===== src/rtl/lsu_stage_pkg.sv =====
`default_nettype none
// ============================================================================
// Module      : lsu_stage_pkg
// Description : Shared widths, MemOP (funct3) encodings, LSU FSM state codes
//               and the misalignment rule used by the load/store stage.
// Revision    : 1.0 - initial release
// ============================================================================
package lsu_stage_pkg;

    localparam int c_REG_WIDTH = 64;  // register / data / address width
    localparam int c_INST_W    = 32;  // instruction width

    // MemOP encodings (funct3 of the load/store instruction)
    localparam logic [2:0] c_MEMOP_B  = 3'b000;
    localparam logic [2:0] c_MEMOP_H  = 3'b001;
    localparam logic [2:0] c_MEMOP_W  = 3'b010;
    localparam logic [2:0] c_MEMOP_D  = 3'b011;
    localparam logic [2:0] c_MEMOP_BU = 3'b100;
    localparam logic [2:0] c_MEMOP_HU = 3'b101;
    localparam logic [2:0] c_MEMOP_WU = 3'b110;

    // LSU state codes
    localparam logic [1:0] c_ST_IDLE = 2'd0;
    localparam logic [1:0] c_ST_REQ  = 2'd1;
    localparam logic [1:0] c_ST_WAIT = 2'd2;
    localparam logic [1:0] c_ST_DONE = 2'd3;

    // An access is misaligned when the byte offset is not a multiple of its size.
    function automatic logic f_misaligned(input logic [2:0] memop, input logic [2:0] offset);
        logic r;
        case (memop)
            c_MEMOP_H, c_MEMOP_HU: r = offset[0];
            c_MEMOP_W, c_MEMOP_WU: r = |offset[1:0];
            c_MEMOP_D:             r = |offset;
            default:               r = 1'b0;
        endcase
        return r;
    endfunction

endpackage
`default_nettype wire


===== src/rtl/lsu_stage_align.sv =====
`default_nettype none
// ============================================================================
// Module      : lsu_stage_align
// Description : Combinational alignment for the LSU. Builds the store byte
//               mask and shifted store data from the address offset, and
//               extracts / sign- or zero-extends load data from the fetched
//               doubleword.
// Ports       : i_memop    - funct3 of the held op
//               i_offset   - address bits [2:0]
//               i_st_data  - unshifted store data
//               i_rd_data  - raw doubleword from memory
//               o_wmask    - byte-enable mask for the doubleword
//               o_wdata    - store data placed at the byte offset
//               o_ld_data  - extended load result
// Revision    : 1.0 - initial release
// ============================================================================
module lsu_stage_align
    import lsu_stage_pkg::*;
#(
    parameter int XLEN = c_REG_WIDTH
) (
    input  logic [2:0]      i_memop,
    input  logic [2:0]      i_offset,
    input  logic [XLEN-1:0] i_st_data,
    input  logic [XLEN-1:0] i_rd_data,
    output logic [7:0]      o_wmask,
    output logic [XLEN-1:0] o_wdata,
    output logic [XLEN-1:0] o_ld_data
);

    logic [5:0]      w_bit_off;
    logic [7:0]      w_base_mask;
    logic [XLEN-1:0] w_shifted;

    assign w_bit_off = {i_offset, 3'b000};
    assign o_wdata   = i_st_data << w_bit_off;
    assign w_shifted = i_rd_data >> w_bit_off;
    assign o_wmask   = w_base_mask << i_offset;

    always_comb begin
        w_base_mask = 8'h00;
        o_ld_data   = '0;
        case (i_memop)
            c_MEMOP_B: begin
                w_base_mask = 8'h01;
                o_ld_data   = {{(XLEN-8){w_shifted[7]}}, w_shifted[7:0]};
            end
            c_MEMOP_H: begin
                w_base_mask = 8'h03;
                o_ld_data   = {{(XLEN-16){w_shifted[15]}}, w_shifted[15:0]};
            end
            c_MEMOP_W: begin
                w_base_mask = 8'h0F;
                o_ld_data   = {{(XLEN-32){w_shifted[31]}}, w_shifted[31:0]};
            end
            c_MEMOP_D: begin
                w_base_mask = 8'hFF;
                o_ld_data   = w_shifted;
            end
            c_MEMOP_BU: begin
                w_base_mask = 8'h01;
                o_ld_data   = {{(XLEN-8){1'b0}}, w_shifted[7:0]};
            end
            c_MEMOP_HU: begin
                w_base_mask = 8'h03;
                o_ld_data   = {{(XLEN-16){1'b0}}, w_shifted[15:0]};
            end
            c_MEMOP_WU: begin
                w_base_mask = 8'h0F;
                o_ld_data   = {{(XLEN-32){1'b0}}, w_shifted[31:0]};
            end
            default: begin
                w_base_mask = 8'h00;
                o_ld_data   = '0;
            end
        endcase
    end

endmodule
`default_nettype wire


===== src/rtl/lsu_stage.sv =====
`default_nettype none
// ============================================================================
// Module      : lsu_stage
// Description : Load/store stage between the EXU pipeline registers and
//               WBRegs. Accepts one op per valid/allow_in handshake, issues
//               at most one request on a single-outstanding memory port and
//               presents the result plus all pass-through fields to WB.
// Ports       : clk, rst (async, active-low)
//               exu_to_lsu_valid / lsu_allow_in   - upstream handshake
//               MemRd, MemWr, MemOP, ALUres, R_rs2 - memory op fields
//               RegSrc .. i_inst / o_*             - pass-through fields
//               MemOut, lsu_misalign, lsu_fault    - result and status
//               lsu_to_wb_valid / wb_allow_in     - downstream handshake
//               mem_req_* / mem_rsp_*             - memory port
// Revision    : 1.0 - initial release
// ============================================================================
module lsu_stage
    import lsu_stage_pkg::*;
#(
    parameter int XLEN   = c_REG_WIDTH,
    parameter int INST_W = c_INST_W
) (
    input  logic              clk,
    input  logic              rst,
    input  logic              exu_to_lsu_valid,
    output logic              lsu_allow_in,
    input  logic              MemRd,
    input  logic              MemWr,
    input  logic [2:0]        MemOP,
    input  logic [XLEN-1:0]   ALUres,
    input  logic [XLEN-1:0]   R_rs2,
    input  logic [1:0]        RegSrc,
    input  logic              RegWr,
    input  logic              IntrEn,
    input  logic              clint_mtip,
    input  logic [XLEN-1:0]   R_rs1_i,
    input  logic [XLEN-1:0]   i_pc,
    input  logic [INST_W-1:0] i_inst,
    output logic [XLEN-1:0]   o_ALUres,
    output logic [1:0]        o_RegSrc,
    output logic              o_RegWr,
    output logic              o_IntrEn,
    output logic              o_clint_mtip,
    output logic [XLEN-1:0]   o_R_rs1,
    output logic [XLEN-1:0]   o_pc,
    output logic [INST_W-1:0] o_inst,
    output logic [XLEN-1:0]   MemOut,
    output logic              lsu_misalign,
    output logic              lsu_fault,
    output logic              lsu_to_wb_valid,
    input  logic              wb_allow_in,
    output logic              mem_req_valid,
    input  logic              mem_req_ready,
    output logic              mem_wen,
    output logic [XLEN-1:0]   mem_addr,
    output logic [XLEN-1:0]   mem_wdata,
    output logic [7:0]        mem_wmask,
    input  logic              mem_rsp_valid,
    input  logic [XLEN-1:0]   mem_rdata,
    input  logic              mem_rsp_err
);

    logic [1:0]      r_state;
    logic [1:0]      w_state_nxt;
    logic [1:0]      w_state_accept;
    logic            w_accept;
    logic            w_is_mem_in;
    logic            w_misalign_in;

    logic            r_memrd;
    logic            r_memwr;
    logic [2:0]      r_memop;
    logic [XLEN-1:0] r_rs2;
    logic [XLEN-1:0] r_memout;
    logic            r_misalign;
    logic            r_fault;

    logic [7:0]      w_wmask;
    logic [XLEN-1:0] w_wdata;
    logic [XLEN-1:0] w_ld_data;

    assign w_accept      = exu_to_lsu_valid && lsu_allow_in;
    assign w_is_mem_in   = MemRd || MemWr;
    assign w_misalign_in = w_is_mem_in && f_misaligned(MemOP, ALUres[2:0]);
    // Misaligned memory ops skip the bus and complete like non-memory ops.
    assign w_state_accept = (w_is_mem_in && !w_misalign_in) ? c_ST_REQ : c_ST_DONE;

    // ---------------- state register ----------------
    always_ff @(posedge clk or negedge rst) begin
        if (!rst) begin
            r_state <= c_ST_IDLE;
        end else begin
            r_state <= w_state_nxt;
        end
    end

    // ---------------- next-state logic ----------------
    always_comb begin
        w_state_nxt = r_state;
        case (r_state)
            c_ST_IDLE: if (w_accept) w_state_nxt = w_state_accept;
            c_ST_REQ:  if (mem_req_ready) w_state_nxt = c_ST_WAIT;
            c_ST_WAIT: if (mem_rsp_valid) w_state_nxt = c_ST_DONE;
            c_ST_DONE: begin
                if (w_accept)         w_state_nxt = w_state_accept;
                else if (wb_allow_in) w_state_nxt = c_ST_IDLE;
            end
            default:   w_state_nxt = c_ST_IDLE;
        endcase
    end

    // ---------------- FSM outputs ----------------
    always_comb begin
        lsu_allow_in    = 1'b0;
        mem_req_valid   = 1'b0;
        lsu_to_wb_valid = 1'b0;
        case (r_state)
            c_ST_IDLE: lsu_allow_in = 1'b1;
            c_ST_REQ:  mem_req_valid = 1'b1;
            c_ST_DONE: begin
                lsu_to_wb_valid = 1'b1;
                lsu_allow_in    = wb_allow_in;
            end
            default: ;
        endcase
    end

    // ---------------- op capture and result ----------------
    always_ff @(posedge clk or negedge rst) begin
        if (!rst) begin
            o_ALUres     <= '0;
            o_RegSrc     <= '0;
            o_RegWr      <= 1'b0;
            o_IntrEn     <= 1'b0;
            o_clint_mtip <= 1'b0;
            o_R_rs1      <= '0;
            o_pc         <= '0;
            o_inst       <= '0;
            r_memrd      <= 1'b0;
            r_memwr      <= 1'b0;
            r_memop      <= '0;
            r_rs2        <= '0;
            r_memout     <= '0;
            r_misalign   <= 1'b0;
            r_fault      <= 1'b0;
        end else if (w_accept) begin
            o_ALUres     <= ALUres;
            o_RegSrc     <= RegSrc;
            o_RegWr      <= RegWr;
            o_IntrEn     <= IntrEn;
            o_clint_mtip <= clint_mtip;
            o_R_rs1      <= R_rs1_i;
            o_pc         <= i_pc;
            o_inst       <= i_inst;
            r_memrd      <= MemRd;
            r_memwr      <= MemWr;
            r_memop      <= MemOP;
            r_rs2        <= R_rs2;
            r_memout     <= '0;
            r_misalign   <= w_misalign_in;
            r_fault      <= 1'b0;
        end else if (r_state == c_ST_WAIT && mem_rsp_valid) begin
            // Responses arriving in any other state are stale and dropped.
            r_fault  <= mem_rsp_err;
            r_memout <= (r_memrd && !mem_rsp_err) ? w_ld_data : '0;
        end
    end

    lsu_stage_align #(
        .XLEN (XLEN)
    ) u_align (
        .i_memop   (r_memop),
        .i_offset  (o_ALUres[2:0]),
        .i_st_data (r_rs2),
        .i_rd_data (mem_rdata),
        .o_wmask   (w_wmask),
        .o_wdata   (w_wdata),
        .o_ld_data (w_ld_data)
    );

    assign mem_addr     = {o_ALUres[XLEN-1:3], 3'b000};
    assign mem_wen      = r_memwr;
    assign mem_wdata    = w_wdata;
    // Mask is only meaningful for memory ops; keeps the port at 0 after reset.
    assign mem_wmask    = (r_memrd || r_memwr) ? w_wmask : 8'h00;
    assign MemOut       = r_memout;
    assign lsu_misalign = r_misalign;
    assign lsu_fault    = r_fault;

endmodule
`default_nettype wire


===== config.mk =====
export PLATFORM = sky130hd
export DESIGN_NAME = lsu_stage
export DESIGN_NICKNAME = d
export VERILOG_FILES = /design/src/rtl/lsu_stage_pkg.sv /design/src/rtl/lsu_stage_align.sv /design/src/rtl/lsu_stage.sv
export SDC_FILE = /design/constraint.sdc
export NUM_CORES = 1
export LEC_CHECK = 0
export CAP_MARGIN = 20
export CELL_PAD_IN_SITES_DETAIL_PLACEMENT = 1
export CELL_PAD_IN_SITES_GLOBAL_PLACEMENT = 2
export CORE_AREA = 2 2 317 319
export CTS_BUF_LIST = sky130_fd_sc_hd__clkbuf_8
export CTS_CLUSTER_SIZE = 40
export DETAILED_ROUTE_END_ITERATION = 16
export DIE_AREA = 0 0 319 321
export PLACE_DENSITY = 0.69
export SKIP_LAST_GASP = 1
export SLEW_MARGIN = 20
export SYNTH_ARGS = -nofsm -noshare
export SYNTH_HDL_FRONTEND = slang
export SYNTH_SLANG_ARGS = --single-unit

===== constraint.sdc =====
create_clock -name clk -period 3.9 [get_ports clk]
set_input_delay 0.585 -clock clk [delete_from_list [all_inputs] [get_ports clk]]
set_output_delay 0.585 -clock clk [all_outputs]
set_load 0.01 [all_outputs]

[After elaboration in Yosys (flattened, before gate mapping)]
Cells that the tools add are included.
Storage, ports and cells
  bits in latches: 0
  bits in registers: 366
  memories: 0
  bits in read-only memories: 0
  bits in writable memories: 0
  output and inout port bits: 435
Operators by class
  reduce and logical (&&, ||, !) cells: 20
  magnitude comparators: 0
  bitwise operators: 0
  multiply operators: 0
  add/subtract/negate cells: 0
  div/mod/pow operators: 0
  mux-type cells: 19
  eq/ne operators: 18
  shift-type cells: 3
Operators by type and width (number)
  64-bit one-hot mux with 7 select lines: 1
  64-bit 2-to-1 mux: 3
  64-bit by 6-bit << shifter with 64-bit output: 1
  64-bit by 6-bit right shift with 64-bit output: 1
  8-bit one-hot mux with 4 select lines: 1
  3-bit == test, second input constant: 5
  3-bit by 2-bit == test with 1-bit output, second input constant: 4
  2-bit 2-to-1 mux: 6
  2-bit OR reduction: 6
  8-bit 2-to-1 mux: 1
  2-bit one-hot mux with 4 select lines: 1
  8-bit by 3-bit << shifter with 8-bit output: 1
  3-bit by 1-bit == test with 1-bit output, second input constant: 2
  2-bit != test, second input constant: 3
  1-bit logical AND: 5
  2-bit == test, second input constant: 2
  1-bit 2-to-1 mux: 4
  4-bit AND reduction: 1
  3-bit zero test: 1
  3-bit != test, second input constant: 1
  1-bit one-hot mux with 3 select lines: 1
  3-bit OR reduction: 1
  2-bit by 1-bit == test with 1-bit output, second input constant: 1
  1-bit zero test: 2
  other kinds (4): 5

[Longest topological paths before layout]
  word-level depth: 9
  gate-level depth with buffers: 9
  mapped depth without buffers: 7

[Cells and area by module]
From an unflattened synthesis, not the netlist that was laid out.
Second synthesis, totals
  cells, all modules: 1583
  area total of the unflattened synthesis: 19032.0 um^2
By module, submodules not included
  lsu_stage: times used 1, area each 14468.9 um^2, seq. area each 9158.8 um^2, cells each 960
  lsu_stage_align: times used 1, area each 4563.1 um^2, seq. area each 0.0 um^2, cells each 623

[Least setup slack after synthesis]
No wires, ideal clock.
  path kind: register to output
  start: register o_ALUres[0]
  end: output mem_wdata[32]
  slack: 1235 ps
  cell stages (with the launch flop): 8
  arrival time: 2080 ps
  cells stage by stage: dfrtp_1 > buf_2 > buf_2 > buf_1 > clkbuf_1 > clkbuf_1 > a21oi_1 > o21ai_0
Between the ends
  word-level cells in the longest chain between the ends: 1
Ends and longest elaborated chain
  from (decl): RTL line lsu_stage.sv:39  | output logic [XLEN-1:0] o_ALUres,
  from (signal assigned): RTL line lsu_stage.sv:147  | o_ALUres <= ALUres;
  64-bit by 6-bit << shifter with 64-bit output: RTL line lsu_stage_align.sv:36  | assign o_wdata = i_st_data << w_bit_off;
  to (decl): RTL line lsu_stage.sv:56  | output logic [XLEN-1:0] mem_wdata,
Every way passes these cells.

[Worst setup path in the final report]
  start: register o_ALUres[1]
  end: output mem_wmask[6]
Between the ends
  word-level cells in the longest chain between the ends: 2
Ends and longest elaborated chain
  8-bit by 3-bit << shifter with 8-bit output: RTL line lsu_stage_align.sv:38  | assign o_wmask = w_base_mask << i_offset;
  8-bit 2-to-1 mux: RTL line lsu_stage.sv:185  | assign mem_wmask = (r_memrd || r_memwr) ? w_wmask : 8'h00;
  to (decl): RTL line lsu_stage.sv:57  | output logic [7:0] mem_wmask,
Every way passes these cells.

==> impl_summary.md <==
Global routing
In the global route stage, overall resource usage came out at 17.9%. The first global-routing pass estimated 136000 um of wire. The number of global-route vias before repair is 19100. The initial antenna violation count is 13.

The pin count of the biggest net entering global routing is approximately 110. After global routing the overflow that remains totals 0.

Synthesis
In this run the biggest area consumer among cell types represents 51.1% of the synthesized area. The post-synthesis share of cell area spent on full adders, half adders and majority gates is 0.628%. The number of enable-type register cells in the synthesized netlist is 0. The netlist area before placement is between 0.015 and 0.02 mm2. Yosys attributes the largest share of cell area to sky130_fd_sc_hd__dfrtp_1 (51%), sky130_fd_sc_hd__nand2_1 (20%), sky130_fd_sc_hd__mux2i_1 (4.7%). Measured against the total synthesized area, the mux share comes to 7.49%. Summing the areas of all and, or, nand and nor instances in the mapped netlist gives between 20% and 30% of the synthesized area. The synthesized design contains 366 register bits. The post-synthesis cell type count is 56.

By area, the combinational part of the netlist is dominated by simple AND/OR/NAND/NOR gates. The fraction of the yosys area taken by sequential cells is 51.1%. The synthesized netlist cell count is 2124.

The Yosys warning count is 0. The synthesized design spends more area on one cell type than any other, namely sky130_fd_sc_hd__dfrtp_1. In the synthesized netlist the async set-or-reset flop fraction comes to 100%. The post-synthesis average cell area is 8.44 um2. In the synthesized netlist the dominant register cell turns out to be sky130_fd_sc_hd__dfrtp_1.

The area fraction in compound gates after synthesis is between 10% and 20%. The xor-xnor portion of the synthesized cell area is 0%.

Detailed routing
The length of the first detailed-routing pass in iterations is 5. After detailed routing, the met3 layer carries 6440 um of wire. The first routing iteration left 854 violations. Using the TritonRoute via totals, the vias-per-cell ratio works out to 4.27. The routed metal-1 wirelength is ~40000 um.

The length of routed met2 wiring is 46100 um. The post-detailed-route DRC marker count is 0. Signal routing reaches up to met5. The count of nets left with antenna violations once routing finished came out at 0. Wires add up to 94500 um. The detailed router placed ~18000 vias in this run. The routed length per placed instance is 22.5 um.

Floorplanning
The horizontal die dimension is between 300 and 400 um. The initial cell density of the core is about 18%. The die covers slightly above 0.1 mm2.

The area inside the core boundary is about 0.099 mm2. The die outline height is ~320 um. The floorplan has around 120 rows.

The boundary pin count is 804.

Critical path
For this run, the slowest stage of the critical path takes 0.63 ns. Data on the critical path is required at its endpoint by approximately 3.3 ns. The worst setup path is launched from a register. The signal on the critical path passes through inv_2 -> o21ai_0 -> nand2_1 -> o21ai_0 -> a211oi_1 -> clkdlybuf4s50_1. For this design, the slowest cell found on the critical path is sky130_fd_sc_hd__clkdlybuf4s50_1. Of all nets on the critical path, the largest fanout is 19.

For flop-to-flop paths, the worst setup slack is ~0.91 ns. The critical setup path kind is register to primary output. The kind of end point of the critical path is a primary output. At the worst endpoint, the arrival time is 3.14 ns. In this design, the critical path's most frequently occurring cell is sky130_fd_sc_hd__o21ai_0.

Clocking
Clock-pin slew was measured on the worst setup and hold paths at around 0.06 ns. CTS built an H-tree with a depth of 3. The TritonCTS clock tree is done. No sink is reached through more buffers than the 3 on the longest clock path. The number of buffers created by CTS is between 70 and 80. The clock net sink count is ~370.

The latest clock arrival within the worst-skew pair is a little under 0.7 ns. The tree is rooted in a sky130_fd_sc_hd__clkbuf_8.

Timing
The count of pins over their slew limit came to 0. Setup repair after global routing left no endpoint under its margin. The worst setup skew after layout is 0.0181 ns. Of the available clock period, the critical path in the final layout requires between 90% and 100%. The worst path in the final design needs a cycle of approximately 3.7 ns, including I/O delays and setup. After routing, the total negative slack on setup checks comes to 0 ns. Timing would allow up to about 270 MHz. Headroom to the max-slew limit came out at between 30% and 40%. The worst path meets setup with 0.178 ns of slack. Setup violations remaining at the end of the flow were counted as 0. For the pin with the worst max-slew slack, the measured transition is between 1 and 1.5 ns. The final hold violation count is 0.

Cells and area
Cells with a size suffix above 1 make up under 10% of the layout. The post-synthesis to final-layout area growth is 59.6%. The most common library cell in the layout ignoring fill and taps is sky130_fd_sc_hd__nand2_1.

The count of filler cells inserted in the layout is roughly 12000. The total number of nets in the final design is 3232. The area occupied by multi-input gates is 0.00776 mm2. The final cell utilization of the core is roughly 29%. In the final layout, flip-flops and latches occupy between 0.009 and 0.01 mm2.

In the layout the commonest cells are sky130_fd_sc_hd__nand2_1 (964), sky130_fd_sc_hd__clkdlybuf4s50_1 (799), sky130_fd_sc_hd__dfrtp_1 (363), sky130_fd_sc_hd__nor2_1 (105), sky130_fd_sc_hd__clkbuf_8 (91).

Place
Detailed placement ended at an HPWL of between 70000 and 80000 um. The worst slack at placement is 0.678 ns. The number of input and output port buffers inserted is 800.

The global placement routability congestion is between 0.8 and 0.9.

Power
Of the total power, the share spent switching nets is a little over two fifths. The internal power contribution is 13.8 mW. The power density over cell area is ~850 mW/mm2. The switching power of the nets is approximately 11 mW.

Power comes to 24.3 mW. The maximum ir drop on the vdd rail is about 0.33 mV. The fraction of power consumed by combinational cells is between 50 and 60%.

In this run the static leakage power is 13.1 nW. In this run, flip-flops and latches consume 28.1% of the power. The share of total power dissipated in the clock network is 17.4%.

Status
The run finished with clean final reports.

Flow run
The max capacitance violation total is 0.

Hold path
The tightest min-delay check is of the input port to register type.
what timing repair did:
item,CTS,global route
setup endpoints to repair,1,2
buffers inserted,1,0
gates resized for setup,0,2
endpoints found under the hold margin,70,0
hold buffers,1,0
power by group through the flow:
| stage | Clock, mW | Sequential [mW] | Combinational, mW |
|---|---|---|---|
| 2_1_floorplan | 0 | 6.87 | 6.10 |
| 3_3_place_gp | 0 | 6.90 | 13.3 |
| 3_5_place_dp | 0 | 6.92 | 13.3 |
| 4_1_cts | 4.43 | 6.86 | 13.4 |
| 5_1_grt | 4.57 | 7.05 | 14.4 |
| 6_report | 4.24 | 6.84 | 13.3 |
worst max-delay path, delay by kind of cell, from the launching register on:
kind            cells  cell delay [ns]
compound gates      3             0.76
buf+inv             2             0.95
flops               1             0.62
simple gates        1             0.08
state kept, by name (all words and copies together) (netlist names):
register	count
o_pc	64
o_R_rs1	64
o_ALUres	64
o_RegWr	1
r_state	2
mem_wen	1
o_RegSrc	2
r_memop	3
o_IntrEn	1
lsu_misalign	1
o_inst	32
r_memrd	1
MemOut	64
lsu_fault	1
o_clint_mtip	1
r_rs2	64
synth_stat cells (14+ instances only):
library cell and n:
sky130_fd_sc_hd__a21oi_1 74, sky130_fd_sc_hd__a221o_1 28, sky130_fd_sc_hd__a22oi_1 18, sky130_fd_sc_hd__buf_1 16
sky130_fd_sc_hd__buf_2 17, sky130_fd_sc_hd__buf_4 64, sky130_fd_sc_hd__clkbuf_1 98, sky130_fd_sc_hd__dfrtp_1 366
sky130_fd_sc_hd__mux2_2 37, sky130_fd_sc_hd__mux2i_1 85, sky130_fd_sc_hd__nand2_1 964, sky130_fd_sc_hd__nand3_1 14
sky130_fd_sc_hd__nor2_1 105, sky130_fd_sc_hd__nor2b_1 15, sky130_fd_sc_hd__o21ai_0 67, sky130_fd_sc_hd__o22ai_1 22
cells by family (layout without fill, tap and decap cells):
| family | after synthesis | after routing |
|---|---|---|
| simple gates | 1136 | 1136 |
| mux | 127 | 127 |
| other cells | 1 | 5 |
| fa+ha+maj | 9 | 9 |
| buf+inv | 208 | 990 |
| flops | 366 | 366 |
| compound gates | 277 | 277 |
area by class of cell:
type,count,area share [%]
timing repair buffer,846,29.7
clock inverter,42,0.975
tap,1298,5.68
multi-input combinational,1552,27.1
antenna,2,0.0175
clock buffer,91,4.38
sequential,366,32.0
inverter,11,0.144
metal layers:
layer  GRT usage, %  vias to the layer above
li1               -                     8350
met1           22.0                     8881
met2           30.6                      586
met3           5.19                      119
met4           4.70                       16
met5              0                        -
final timing paths:
path,cells after the start,end,startpoint
worst max-delay path,6,mem_wmask[6],o_ALUres[1]
worst min-delay path,3,o_inst[17],i_inst[17]
worst max register to register,6,MemOut[53],o_ALUres[1]
worst min register to register,2,o_inst[12],o_inst[12]
max in group asynchronous,3,o_R_rs1[16],rst
min in group asynchronous,2,r_rs2[6],rst
metrics by stage:
| stage | hold WS, ns | std cells | instance area [um2] |
|---|---|---|---|
| 2_1_floorplan | 0.289 | 2126 | 17900 |
| 3_3_place_gp | 0.457 | 4071 | 27000 |
| 3_5_place_dp | 0.461 | 4071 | 27000 |
| 4_1_cts | 0.300 | 4206 | 28600 |
| 5_1_grt | 0.329 | 4208 | 28600 |
| 6_report | 0.414 | 4208 | 28600 |
(Power assumes the default switching activity.)
